==> src/rtl/bus_arbiter.sv <==
// Two-source, two-destination bus arbiter: IDLE -> DRIVE -> TURN, one transfer per three cycles.
// Optional macro BUS_ARB_RR_EN selects round-robin tie-breaking; otherwise source 0 wins ties.
module bus_arbiter (
   input  logic       clk,
   input  logic       rst_n,
   input  logic       req0,
   input  logic       req1,
   input  logic       dst0,
   input  logic       dst1,
   input  logic [7:0] data0,
   input  logic [7:0] data1,
   output logic       gnt0,
   output logic       gnt1,
   output logic [1:0] sel,
   output logic [7:0] bus_x,
   output logic       bus_vld,
   output logic       busy,
   output logic [7:0] xfer_cnt
);

   typedef enum logic [1:0] {
      IDLE  = 2'd0,
      DRIVE = 2'd1,
      TURN  = 2'd2
   } state_e;

   state_e     state_q, state_d;
   logic       gnt0_q, gnt0_d;
   logic       gnt1_q, gnt1_d;
   logic [1:0] sel_q, sel_d;
   logic [7:0] bus_x_q, bus_x_d;
   logic       bus_vld_q, bus_vld_d;
   logic       busy_q, busy_d;
   logic [7:0] xfer_cnt_q, xfer_cnt_d;
   logic       any_req_s;
   logic       win_s;

   assign any_req_s = req0 | req1;

`ifdef BUS_ARB_RR_EN
   logic last_q, last_d;

   // Winner select: on a tie the source not granted last wins
   always_comb begin
      if (req0 && req1) begin
         win_s = ~last_q;
      end else if (req1) begin
         win_s = 1'b1;
      end else begin
         win_s = 1'b0;
      end
   end

   // Pointer advances only when a transfer is launched
   always_comb begin
      if ((state_q == IDLE) && any_req_s) begin
         last_d = win_s;
      end else begin
         last_d = last_q;
      end
   end

   // Last-granted pointer register
   always_ff @(posedge clk or negedge rst_n) begin
      if (!rst_n) begin
         last_q <= 1'b1;
      end else begin
         last_q <= last_d;
      end
   end
`else
   // Winner select: fixed priority, source 0 wins any tie
   always_comb begin
      if (req1 && !req0) begin
         win_s = 1'b1;
      end else begin
         win_s = 1'b0;
      end
   end
`endif

   // Next-state and next-output logic; every output is registered
   always_comb begin
      state_d    = state_q;
      gnt0_d     = gnt0_q;
      gnt1_d     = gnt1_q;
      sel_d      = sel_q;
      bus_x_d    = bus_x_q;
      bus_vld_d  = bus_vld_q;
      xfer_cnt_d = xfer_cnt_q;
      case (state_q)
         IDLE: begin
            if (any_req_s) begin
               state_d   = DRIVE;
               gnt0_d    = ~win_s;
               gnt1_d    = win_s;
               sel_d     = {(win_s ? dst1 : dst0), win_s};
               bus_x_d   = win_s ? data1 : data0;
               bus_vld_d = 1'b1;
            end else begin
               state_d = IDLE;
            end
         end
         DRIVE: begin
            state_d    = TURN;
            gnt0_d     = 1'b0;
            gnt1_d     = 1'b0;
            bus_x_d    = 8'h00;
            bus_vld_d  = 1'b0;
            xfer_cnt_d = xfer_cnt_q + 8'd1;
         end
         TURN: begin
            state_d = IDLE;
         end
         default: begin
            state_d   = IDLE;
            gnt0_d    = 1'b0;
            gnt1_d    = 1'b0;
            bus_x_d   = 8'h00;
            bus_vld_d = 1'b0;
         end
      endcase
      busy_d = (state_d != IDLE);
   end

   // State and output registers
   always_ff @(posedge clk or negedge rst_n) begin
      if (!rst_n) begin
         state_q    <= IDLE;
         gnt0_q     <= 1'b0;
         gnt1_q     <= 1'b0;
         sel_q      <= 2'b00;
         bus_x_q    <= 8'h00;
         bus_vld_q  <= 1'b0;
         busy_q     <= 1'b0;
         xfer_cnt_q <= 8'h00;
      end else begin
         state_q    <= state_d;
         gnt0_q     <= gnt0_d;
         gnt1_q     <= gnt1_d;
         sel_q      <= sel_d;
         bus_x_q    <= bus_x_d;
         bus_vld_q  <= bus_vld_d;
         busy_q     <= busy_d;
         xfer_cnt_q <= xfer_cnt_d;
      end
   end

   assign gnt0     = gnt0_q;
   assign gnt1     = gnt1_q;
   assign sel      = sel_q;
   assign bus_x    = bus_x_q;
   assign bus_vld  = bus_vld_q;
   assign busy     = busy_q;
   assign xfer_cnt = xfer_cnt_q;

endmodule

==> config.mk <==
export PLATFORM = sky130hd
export DESIGN_NAME = bus_arbiter
export DESIGN_NICKNAME = d
export VERILOG_FILES = /design/src/rtl/bus_arbiter.sv
export SDC_FILE = /design/constraint.sdc
export NUM_CORES = 1
export LEC_CHECK = 0
export CAP_MARGIN = 20
export CORE_MARGIN = 2
export CORE_UTILIZATION = 38
export DETAILED_ROUTE_END_ITERATION = 10
export PLACE_DENSITY = 0.74
export SYNTH_ARGS = -nofsm -noshare
export SYNTH_HDL_FRONTEND = slang
export SYNTH_SLANG_ARGS = --single-unit
==> constraint.sdc <==
create_clock -name clk -period 1.2 [get_ports clk]
set_input_delay 0.24 -clock clk [delete_from_list [all_inputs] [get_ports clk]]
set_output_delay 0.24 -clock clk [all_outputs]
set_load 0.005 [all_outputs]
==> summary.txt <==
outcome - finished, violations left
failing checks - negative setup slack
Final period util - 105%
clock skew - 0.00293 ns
Final nets - 202
Pwr Total - 4.25 mW
filler cell count - 237
max-cap viol count - 0
maximum clock path buffer count - 2
CP endpoint kind - register
most frequent cells in the layout - 30 x buf_4, 22 x dfrtp_1, 21 x clkbuf_2
CTS Buf Count - 3
RSZ-0062 raised after global routing - yes
CP Data Required Time - 1.45 ns
vias in the first global route - 1061
post-synthesis net count - 130
most common cell after layout, fill and taps aside - buf_4
GP Congestion - 0.846
Final Util - 64.1%
clock root buffer - clkbuf_4
post-synthesis sequential element count - 24
antenna viol nets, final - 0
Slew HR - 79.5%
Die X - 57.9 µm
IO buf count - 43
# IOs - 44
Switch Pwr - 1.46 mW
kind of critical path - reg2reg
total clock sinks - 24
routed length per instance - 14.1 µm
R2R Path End - bus_x[3]
Max FO, Critical Path - 5
total track usage - 18.9%
Sum Neg Setup Slack - -0.303 ns
Area contributors post-synth - dfrtp_1 54%, a31oi_1 5.7%, xnor2_1 4.8%, nor3_1 4.1%, nand3_1 3.6%
Syn. warnings - 0
initial antenna violation count - 0
Switching Share - 34.4%
Clk network pwr share - 14.0%
Static Leak - 0.843 nW
pre-CTS WS - -0.418 ns
Comb power frac - 52.9%
# H-tree levels - 1
Startpoint Class - register
reg2reg start - state_q[0]
drt pass-1 iters - 4
share of cells above drive strength 1 - 39.3%
GR Overflow Total - 0
DR vias/cell - 5.12
Synth cell types - 27
cell area after layout - 1770 µm²
area of the multi-input gates - 478 µm²
P_int - 2.79 mW
worst r2r path cells - 4
Register Area - 603 µm²
Reg power frac - 33.1%
Die ar. - 3350 µm²
Starting Density - 40.0%
synthesis-to-finish area growth - 60.4%
actual slew at the worst max-slew pin - 0.307 ns
DP Area - 1640 µm²
first-pass GRT wire length - 4700 µm
min-delay worst type - in2async
hold buffers post-CTS - 0
residual DRC count - 0
Core Area - 2760 µm²
n_diodes - 0
post-synth top area cell - dfrtp_1
Max Freq - 797 MHz
largest net degree at the start of global routing - 25
area share of the largest cell type after synthesis - 54.5%
final-report hold violation count - 0
Worst VDD drop - 0.00154 V
slack of the critical path - -0.0552 ns
Post-Syn Instances - 107
final setup violating endpoints - 9
Clock Latency Late Sink - 0.32 ns
CTS tree - yes
DP HPWL - 1970 µm
final WL - 2940 µm
setup slack, reg-to-reg - -0.06 ns
Post-Syn Area per Cell - 10.3 µm²
register area share after synthesis - 54.5%
FP Rows - 19
Netlist Area Pre-Place - 1100 µm²
via count - 1070
clock slew at reported path FFs - 0.14 ns
Slew Limit Fails - 0
1st-iter DRT viols - 17
Worst EP arrival - 1.50 ns
PwrDens - 2400 nW/µm²
Final Critical Period - 1.26 ns
Die Y - 57.9 µm
==> per-stage QoR <==
stage | std cells | hold WS, ns
after floorplan | 107 | -0.0556
after global placement | 186 | 0.462
after detailed placement | 186 | 0.478
after CTS | 203 | 0.254
after global routing | 209 | 0.229
final | 209 | 0.241
==> worst max-delay path, cell delays in order (launching register included) <==
cell and delay (ns):
dfrtp_2 0.47, nor4b_4 0.32, buf_4 0.19, nand2_1 0.05, a31oi_1 0.15
==> kinds of logic after synthesis <==
family | after synthesis | share of synthesized area (%)
AND/OR/NAND/NOR | 44 | 21.3
buffers and inverters | 11 | 5.45
flip-flops | 24 | 54.5
AO/OA/AOI/OAI | 19 | 11.0
adder cells (fa/ha/maj) | 1 | 1.13
XOR/XNOR | 7 | 5.56
multiplexers | 1 | 1.02
==> area by class of cell <==
cell class / instances / share of cell area (%)
Clock buffer: 3 / 1.27
Clock inverter: 1 / 1.70
Inverter: 1 / 0.212
Multi-Input combinational cell: 72 / 27.0
Sequential cell: 24 / 34.1
Tap cell: 31 / 2.19
Timing Repair Buffer: 77 / 33.5
==> cells in the mapped netlist <==
library cell	count
a21o_2	1
a21oi_1	3
a31oi_1	10
and3_1	2
buf_1	2
buf_2	6
buf_4	1
buf_6	1
dfrtp_1	24
ha_1	1
inv_1	1
mux2_1	1
nand2_1	10
nand2b_1	1
nand3_1	8
nand4_1	4
nor2_1	5
nor2b_1	2
nor3_1	9
nor4b_4	1
o21a_1	2
o21ai_0	2
o21ba_2	1
or2_1	1
or2b_1	1
xnor2_1	6
xor2_1	1
==> flip-flops by register name (all words and copies together) (netlist names) <==
name      count
bus_x         8
busy          1
sel           2
gnt0          1
gnt1          1
xfer_cnt      8
state_q       2
bus_vld       1
==> power by group through the flow <==
stage | clock network, mW | registers (mW) | logic (mW)
2_1_floorplan | 0 | 1.43 | 0.934
3_3_place_gp | 0 | 1.44 | 1.96
3_5_place_dp | 0 | 1.45 | 2.00
4_1_cts | 0.600 | 1.41 | 2.18
5_1_grt | 0.657 | 1.46 | 2.48
6_report | 0.596 | 1.41 | 2.25
==> layer usage <==
layer / track usage (%) / up-vias / share of wire [%]
met4: 7.64 / 0 / 1.7
met5: 0 / - / 0
met3: 2.90 / 6 / 2.9
met1: 22.9 / 530 / 41
met2: 33.3 / 18 / 54
li1: - / 516 / -
==> how the worst max path moves through the flow <==
| stage | from | end | slack, ns |
|---|---|---|---|
| 2_1_floorplan | state_q[1] | bus_x[0] | -0.01 |
| 3_3_place_gp | req0 | bus_x[1] | -0.33 |
| 3_5_place_dp | req0 | bus_x[6] | -0.42 |
| 4_1_cts | state_q[0] | bus_x[6] | -0.06 |
| 5_1_grt | state_q[0] | bus_x[3] | -0.15 |
| 6_report | state_q[0] | bus_x[3] | -0.06 |
==> timing repair <==
item / in CTS / in global routing
cloned: 1 / 0
resized for setup: 54 / 25
pin swaps: 9 / 2
setup endpoints to repair: 32 / 34
setup buffers: 12 / 6
Note: power is estimated with default switching activity, not from simulation.
